`config.mk`:
```
export PLATFORM = sky130hd
export DESIGN_NAME = sram_stream_arbiter_flat
export DESIGN_NICKNAME = d
export VERILOG_FILES = /design/src/rtl/sram_stream_arbiter_if.sv /design/src/rtl/sram_stream_arbiter.sv /design/src/flat_wrapper.sv
export SDC_FILE = /design/constraint.sdc
export NUM_CORES = 1
export LEC_CHECK = 0
export ABC_CLOCK_PERIOD_IN_PS = 1950
export BUFFER_PORTS_ARGS = -buffer_cell sky130_fd_sc_hd__buf_2
export CORE_AREA = 2 2 91 93
export CTS_CLUSTER_DIAMETER = 80
export DETAILED_ROUTE_END_ITERATION = 6
export DIE_AREA = 0 0 93 95
export HOLD_SLACK_MARGIN = 0.05
export SLEW_MARGIN = 20
export SYNTH_ARGS = -nofsm -noshare
export SYNTH_HDL_FRONTEND = slang
export SYNTH_SLANG_ARGS = --single-unit
```
`constraint.sdc`:
```
create_clock -name clk -period 1.95 [get_ports clk]
set_input_delay 0.39 -clock clk [delete_from_list [all_inputs] [get_ports clk]]
set_output_delay 0.39 -clock clk [all_outputs]
set_load 0.05 [all_outputs]
```
`src/rtl/sram_stream_arbiter_if.sv`:
```
// Bus bundle for sram_stream_arbiter: AHB-lite subordinate port plus the read-only stream request port.
// The arbiter connects through the slave modport. The requester side uses the master modport.
interface sram_stream_arbiter_if #(
  parameter int W_DATA = 32,
  parameter int W_ADDR = 32,
  parameter int DEPTH  = 2048
);
  localparam int W_SRAM_ADDR = $clog2(DEPTH);

  logic                   ahbls_hready_resp;
  logic                   ahbls_hready;
  logic                   ahbls_hresp;
  logic [W_ADDR-1:0]      ahbls_haddr;
  logic                   ahbls_hwrite;
  logic [1:0]             ahbls_htrans;
  logic [2:0]             ahbls_hsize;
  logic [W_DATA-1:0]      ahbls_hwdata;
  logic [W_DATA-1:0]      ahbls_hrdata;

  logic                   strm_req_vld;
  logic                   strm_req_rdy;
  logic [W_SRAM_ADDR-1:0] strm_req_addr;
  logic                   strm_rsp_vld;
  logic [W_DATA-1:0]      strm_rsp_data;

  modport slave (
    input  ahbls_hready, ahbls_haddr, ahbls_hwrite, ahbls_htrans, ahbls_hsize, ahbls_hwdata,
    input  strm_req_vld, strm_req_addr,
    output ahbls_hready_resp, ahbls_hresp, ahbls_hrdata,
    output strm_req_rdy, strm_rsp_vld, strm_rsp_data
  );

  modport master (
    output ahbls_hready, ahbls_haddr, ahbls_hwrite, ahbls_htrans, ahbls_hsize, ahbls_hwdata,
    output strm_req_vld, strm_req_addr,
    input  ahbls_hready_resp, ahbls_hresp, ahbls_hrdata,
    input  strm_req_rdy, strm_rsp_vld, strm_rsp_data
  );
endinterface

```
`src/rtl/sram_stream_arbiter.sv`:
```
// Arbitrates one single-port synchronous SRAM between an AHB-lite subordinate and a stream read port.
// The stream has default priority. After MAX_RUN consecutive stream wins, a pending AHB access is served.
module sram_stream_arbiter #(
  parameter int W_DATA  = 32,
  parameter int W_ADDR  = 32,
  parameter int DEPTH   = 2048,
  parameter int MAX_RUN = 4
) (
  input  logic                       clk,
  input  logic                       rst_n,
  sram_stream_arbiter_if.slave       bus,
  output logic                       sram_cs_n,
  output logic                       sram_we_n,
  output logic [W_DATA/8-1:0]        sram_be_n,
  output logic [$clog2(DEPTH)-1:0]   sram_addr,
  output logic [W_DATA-1:0]          sram_wdata,
  input  logic [W_DATA-1:0]          sram_rdata
);
  // W_DATA must be at least 16 so that the byte-lane offset field is non-empty.
  localparam int W_STRB      = W_DATA / 8;
  localparam int W_BYTEADDR  = $clog2(W_STRB);
  localparam int W_SRAM_ADDR = $clog2(DEPTH);
  localparam int W_RUN       = $clog2(MAX_RUN + 1);
  localparam logic [W_RUN-1:0] RUN_LIMIT = W_RUN'(MAX_RUN);

  localparam logic [1:0] S_IDLE  = 2'd0;
  localparam logic [1:0] S_WAIT  = 2'd1;
  localparam logic [1:0] S_RDATA = 2'd2;

  logic [1:0]             r_state;
  logic [1:0]             w_state_nxt;
  logic [W_RUN-1:0]       r_run_cnt;
  logic [W_RUN-1:0]       w_run_cnt_nxt;
  logic                   r_strm_rsp_vld;
  logic                   r_write;
  logic [W_SRAM_ADDR-1:0] r_row;
  logic [W_BYTEADDR-1:0]  r_align;
  logic [2:0]             r_size;

  logic                   w_aphase;
  logic                   w_capture;
  logic                   w_ahb_cand;
  logic                   w_strm_gnt;
  logic                   w_ahb_gnt;
  logic                   w_ahb_wr_gnt;
  logic                   w_hready_resp;
  logic [W_STRB-1:0]      w_be;
  logic                   w_unused;

  assign w_aphase   = bus.ahbls_htrans[1] && bus.ahbls_hready;
  assign w_ahb_cand = (r_state == S_WAIT);

  // Grants are gated by rst_n so the SRAM sees no access while reset is held.
  assign w_strm_gnt   = rst_n && bus.strm_req_vld && (!w_ahb_cand || (r_run_cnt < RUN_LIMIT));
  assign w_ahb_gnt    = rst_n && w_ahb_cand && !w_strm_gnt;
  assign w_ahb_wr_gnt = w_ahb_gnt && r_write;

  // NOTE: every signal assigned in an always_comb gets a default first, so no latch is inferred.
  always_comb begin
    w_hready_resp = 1'b1;
    w_state_nxt   = r_state;
    case (r_state)
      S_IDLE: begin
        if (w_aphase) w_state_nxt = S_WAIT;
      end
      S_WAIT: begin
        w_hready_resp = w_ahb_wr_gnt;
        if (w_ahb_gnt) begin
          if (!r_write)      w_state_nxt = S_RDATA;
          else if (w_aphase) w_state_nxt = S_WAIT;
          else               w_state_nxt = S_IDLE;
        end
      end
      S_RDATA: begin
        w_state_nxt = w_aphase ? S_WAIT : S_IDLE;
      end
      default: begin
        w_state_nxt = S_IDLE;
      end
    endcase
  end

  // A new address phase is only accepted on a cycle that completes the previous data phase.
  assign w_capture = w_aphase && w_hready_resp;

  always_comb begin
    w_run_cnt_nxt = '0;
    if (w_ahb_cand && !w_ahb_gnt) begin
      w_run_cnt_nxt = (w_strm_gnt && (r_run_cnt < RUN_LIMIT)) ? r_run_cnt + 1'b1 : r_run_cnt;
    end
  end

  // Byte lanes [align, align + 2^size) are written; lanes past the word edge are dropped.
  always_comb begin
    w_be = '0;
    for (int i = 0; i < W_STRB; i++) begin
      w_be[i] = (i >= int'(r_align)) && (i < int'(r_align) + int'(32'd1 << r_size));
    end
  end

  // NOTE: sequential state uses non-blocking assignments so every flop samples pre-edge values.
  always_ff @(posedge clk or negedge rst_n) begin
    if (!rst_n) begin
      r_state        <= S_IDLE;
      r_run_cnt      <= '0;
      r_strm_rsp_vld <= 1'b0;
    end else begin
      r_state        <= w_state_nxt;
      r_run_cnt      <= w_run_cnt_nxt;
      r_strm_rsp_vld <= w_strm_gnt;
    end
  end

  // NOTE: the captured address-phase fields are pure datapath and are qualified by r_state, so they carry no reset.
  always_ff @(posedge clk) begin
    if (w_capture) begin
      r_write <= bus.ahbls_hwrite;
      r_row   <= bus.ahbls_haddr[W_BYTEADDR +: W_SRAM_ADDR];
      r_align <= bus.ahbls_haddr[W_BYTEADDR-1:0];
      r_size  <= bus.ahbls_hsize;
    end
  end

  assign sram_cs_n  = !(w_strm_gnt || w_ahb_gnt);
  assign sram_we_n  = !w_ahb_wr_gnt;
  assign sram_be_n  = w_ahb_wr_gnt ? ~w_be : '1;
  assign sram_addr  = w_ahb_gnt ? r_row : bus.strm_req_addr;
  assign sram_wdata = bus.ahbls_hwdata;

  assign bus.ahbls_hready_resp = w_hready_resp;
  assign bus.ahbls_hresp       = 1'b0;
  assign bus.ahbls_hrdata      = sram_rdata;
  assign bus.strm_req_rdy      = w_strm_gnt;
  assign bus.strm_rsp_vld      = r_strm_rsp_vld;
  assign bus.strm_rsp_data     = sram_rdata;

  assign w_unused = ^{bus.ahbls_haddr[W_ADDR-1:W_BYTEADDR+W_SRAM_ADDR], bus.ahbls_htrans[0]};
endmodule

```
`src/flat_wrapper.sv`:
```
// flat-port wrapper written by rule: the top's interface ports become plain ports
module sram_stream_arbiter_flat 
#(
  parameter int W_DATA  = 32,
  parameter int W_ADDR  = 32,
  parameter int DEPTH   = 2048,
  parameter int MAX_RUN = 4
)
  (clk, rst_n, sram_cs_n, sram_we_n, sram_be_n, sram_addr, sram_wdata, sram_rdata, bus_ahbls_hready, bus_ahbls_haddr, bus_ahbls_hwrite, bus_ahbls_htrans, bus_ahbls_hsize, bus_ahbls_hwdata, bus_strm_req_vld, bus_strm_req_addr, bus_ahbls_hready_resp, bus_ahbls_hresp, bus_ahbls_hrdata, bus_strm_req_rdy, bus_strm_rsp_vld, bus_strm_rsp_data);
  sram_stream_arbiter_if #(.W_DATA(W_DATA), .W_ADDR(W_ADDR), .DEPTH(DEPTH)) bus_i ();
  input  logic clk;
  input  logic rst_n;
  output logic sram_cs_n;
  output logic sram_we_n;
  output logic [W_DATA/8-1:0] sram_be_n;
  output logic [$clog2(DEPTH)-1:0] sram_addr;
  output logic [W_DATA-1:0] sram_wdata;
  input  logic [W_DATA-1:0] sram_rdata;
  input wire logic [$bits(bus_i.ahbls_hready)-1:0] bus_ahbls_hready;
  input wire logic [$bits(bus_i.ahbls_haddr)-1:0] bus_ahbls_haddr;
  input wire logic [$bits(bus_i.ahbls_hwrite)-1:0] bus_ahbls_hwrite;
  input wire logic [$bits(bus_i.ahbls_htrans)-1:0] bus_ahbls_htrans;
  input wire logic [$bits(bus_i.ahbls_hsize)-1:0] bus_ahbls_hsize;
  input wire logic [$bits(bus_i.ahbls_hwdata)-1:0] bus_ahbls_hwdata;
  input wire logic [$bits(bus_i.strm_req_vld)-1:0] bus_strm_req_vld;
  input wire logic [$bits(bus_i.strm_req_addr)-1:0] bus_strm_req_addr;
  output wire logic [$bits(bus_i.ahbls_hready_resp)-1:0] bus_ahbls_hready_resp;
  output wire logic [$bits(bus_i.ahbls_hresp)-1:0] bus_ahbls_hresp;
  output wire logic [$bits(bus_i.ahbls_hrdata)-1:0] bus_ahbls_hrdata;
  output wire logic [$bits(bus_i.strm_req_rdy)-1:0] bus_strm_req_rdy;
  output wire logic [$bits(bus_i.strm_rsp_vld)-1:0] bus_strm_rsp_vld;
  output wire logic [$bits(bus_i.strm_rsp_data)-1:0] bus_strm_rsp_data;
  assign bus_i.ahbls_hready = bus_ahbls_hready;
  assign bus_i.ahbls_haddr = bus_ahbls_haddr;
  assign bus_i.ahbls_hwrite = bus_ahbls_hwrite;
  assign bus_i.ahbls_htrans = bus_ahbls_htrans;
  assign bus_i.ahbls_hsize = bus_ahbls_hsize;
  assign bus_i.ahbls_hwdata = bus_ahbls_hwdata;
  assign bus_i.strm_req_vld = bus_strm_req_vld;
  assign bus_i.strm_req_addr = bus_strm_req_addr;
  assign bus_ahbls_hready_resp = bus_i.ahbls_hready_resp;
  assign bus_ahbls_hresp = bus_i.ahbls_hresp;
  assign bus_ahbls_hrdata = bus_i.ahbls_hrdata;
  assign bus_strm_req_rdy = bus_i.strm_req_rdy;
  assign bus_strm_rsp_vld = bus_i.strm_rsp_vld;
  assign bus_strm_rsp_data = bus_i.strm_rsp_data;
  sram_stream_arbiter #(.W_DATA(W_DATA), .W_ADDR(W_ADDR), .DEPTH(DEPTH), .MAX_RUN(MAX_RUN)) u_core (.clk(clk), .rst_n(rst_n), .bus(bus_i), .sram_cs_n(sram_cs_n), .sram_we_n(sram_we_n), .sram_be_n(sram_be_n), .sram_addr(sram_addr), .sram_wdata(sram_wdata), .sram_rdata(sram_rdata));
endmodule
```
==> results.cfg <==
[run_status]
outcome = finished with violations
violations = setup timing

[route]
drcViolationCount = 0
vias = 1036
wire_per_inst_um = 17.5
drt-initial-drc-count = 9
drt_wl_total_mm = 4.67
ant_nets = 0
drt-pass1-iter-count = 2
routed_via_density = 3.88

[critical_path]
reg2reg_depth = 5
cpMostUsedCell = nor3_2
path_cells = nor3_2 -> ha_2 -> inv_2 -> fa_2 -> nor3_2 -> a32oi_1 -> o211ai_1 -> buf_4
startpoint_type = flip-flop
worstSetupPathType = flip-flop to primary output
ff2ff_setup_slack_ns = 0.36
worstPathRequired_ns = 1.56
crit_slowest_cell = edfxtp_1
crit_buf_inv = 2
cp_top_family = adder cells
crit_path_max_incr_delay_ns = 0.40
arrival_ns = 2.17
worst_setup_path_end_kind = primary output
crit_fanout = 3
r2r-end = u_core.r_size[2]$_DFFE_PP_
rr_startpoint = u_core.r_state[1]$_DFFE_PN0P_

[synth]
async_flop_share = 0.261
synth_edf_count = 17
ys_ff_latch = 23
synthesis.instances = 182
synth_cell_type_count = 29
ys.flop_type = edfxtp_1
syn-cell-area_um2 = 1850
synth.net_count = 303
yosysSeqAreaShare = 0.358
synth.avg_cell_area_um2 = 10.1
yosys_warnings = 0

[timing]
finalSetupViolations = 11
skew_ns = 0.00518
max_freq_ghz = 0.391
drv_slew = 0
rsz0062_at_grt = yes
period_minus_slack_ns = 2.56
finalHoldViolations = 0
finalCritPeriodShare = 1.31
fin_ws_ns = -0.608
hold_ws_ns = 0.170

[clock_tree]
clkSinkCount = 23
insertion_delay_ns = 0.26
root_buffer = clkbuf_8
cts_made_buffers = 3
htreeDepth = 1
clkSlewWorstSetupHoldPaths_ns = 0.08
cts_buffer_depth = 2
cts_tree = yes

[grt]
grt-ovfl-total = 0
grt_antenna_before_repair = 0
use_met3 = 0.0902
grt_usage = 0.0963
grt.met2_usage = 0.175
grt_max_degree = 18
first_global_vias = 1062
busiest_layer = met2
met1_usage = 0.0675
grt_pass1_wl_mm = 6.35

[power]
p_int_w = 0.000874
p_seq_frac = 0.457
power_leakage_nw = 0.822
comb_power_share = 0.312
power.density_nw_per_um2 = 662
vdd_drop_max_uv = 486
switching_share = 0.299
pwr-share-clk = 0.232
p_total_w = 0.00125
p_switching_w = 0.000373

[die]
die_w_um = 93
die-area_um2 = 8840
io-pin-count = 234
num_rows = 33
die_height_um = 95
core_um2 = 7930
start_util = 0.233

[hold_path]
hp-class = input port to async pin

[finish]
antenna_cells = 0
final_cells = 267
fin_area_um2 = 1880
layout_commonest_cell = buf_2
finalNetCount = 284
layout-drive-gt1-share = 0.630
syn_to_final_growth_pct = 2.03
nFillCells = 863
layout_common_cells = buf_2, buf_4, edfxtp_1
postLayoutCoreUtil = 0.238

[job]
cap_viol_max_count = 0

[placement]
placed_cells = 251
place_area_um2 = 1590
place_hpwl_mm = 3.85
gp_congestion = 0.708
numPortBuffers = 52
## stage by stage
stage | TNS (ns) | setup slack (ns)
6_report | -2.17 | -0.608
5_1_grt | -3.33 | -0.765
4_1_cts | -2.07 | -0.670
3_5_place_dp | -1.26 | -0.451
3_3_place_gp | -1.11 | -0.392
2_1_floorplan | -1.42 | -0.631
## sequential cells by signal, indices dropped and copies added (netlist names)
signal and count:
u_core.r_write 1, u_core.r_run_cnt 3, u_core.r_size 3, u_core.r_align 2, u_core.bus.strm_rsp_vld 1, u_core.r_row 11, u_core.r_state 2
## how the worst max path moves through the flow
stage	startpoint	endpoint	slack [ns]	cells after the start
floorplan	u_core.r_size[0]$_DFFE_PP_	sram_be_n[2]	-0.63	7
global placement	u_core.r_size[1]$_DFFE_PP_	sram_be_n[2]	-0.39	8
finish	u_core.r_size[0]$_DFFE_PP_	sram_be_n[1]	-0.61	8
global route	u_core.r_size[0]$_DFFE_PP_	sram_be_n[1]	-0.76	8
CTS	u_core.r_size[0]$_DFFE_PP_	sram_be_n[2]	-0.67	8
detailed placement	u_core.r_size[1]$_DFFE_PP_	sram_be_n[2]	-0.45	8
## repair_timing
item                       in CTS  in global routing
hold endpoints to repair        2                  0
gates cloned                    1                  0
pin swaps                       4                  2
setup endpoints to repair      16                 15
setup buffers                   7                  3
gates resized for setup        31                 11
hold buffers                    1                  0
## layer usage
layer / part of all wire / routed length, um
met5: 0 / 0
met4: 0.019 / 89
met2: 0.51 / 2390
met1: 0.23 / 1100
met3: 0.23 / 1090
## power groups by stage
stage	Sequential (W)	Clock, W	Combinational (W)
2_1_floorplan	0.000582	0	0.000736
3_3_place_gp	0.000580	0	0.000294
3_5_place_dp	0.000580	0	0.000297
4_1_cts	0.000570	0.000300	0.000370
5_1_grt	0.000573	0.000320	0.000415
6_report	0.000570	0.000289	0.000388
## worst register-to-register path, delay by kind of cell, from the launching register on
kind                   cells  cell delay, ns
AND/OR/NAND/NOR            2            0.42
buffers and inverters      2            0.30
flip-flops                 1            0.42
AO/OA/AOI/OAI              1            0.12
## layout make-up
class,instances,area (um^2),area share
multi-input cells,56,498,0.264
repair buffers,74,529,0.281
well taps,105,131,0.0698
clock buffers,4,45.0,0.0239
flip-flops and latches,23,661,0.351
inverters,5,18.8,0.00997
## cells by family (layout without fill, tap and decap cells)
group,after synthesis,count (layout),synth area share
AO/OA/AOI/OAI,10,10,0.0319
adder cells (fa/ha/maj),4,4,0.0312
buffers and inverters,104,83,0.414
flip-flops,23,23,0.358
multiplexers,12,12,0.0732
other,1,1,0.00203
AND/OR/NAND/NOR,28,29,0.0902
## synth_stat cells (all sizes together) (2+ instances only)
master   n  area [um^2]
a21oi    6         30.0
nand2    7         26.3
nor3     2         10.0
nand3    3         20.0
edfxtp  17          510
inv      5         18.8
mux2    12          135
buf     99          744
nor2b    4         32.5
nor2     3         11.3
nand2b   4         27.5
dfrtp    6          150
o211ai   2         15.0
ha       3         37.5
No activity file was read; power rests on OpenSTA's default activity.
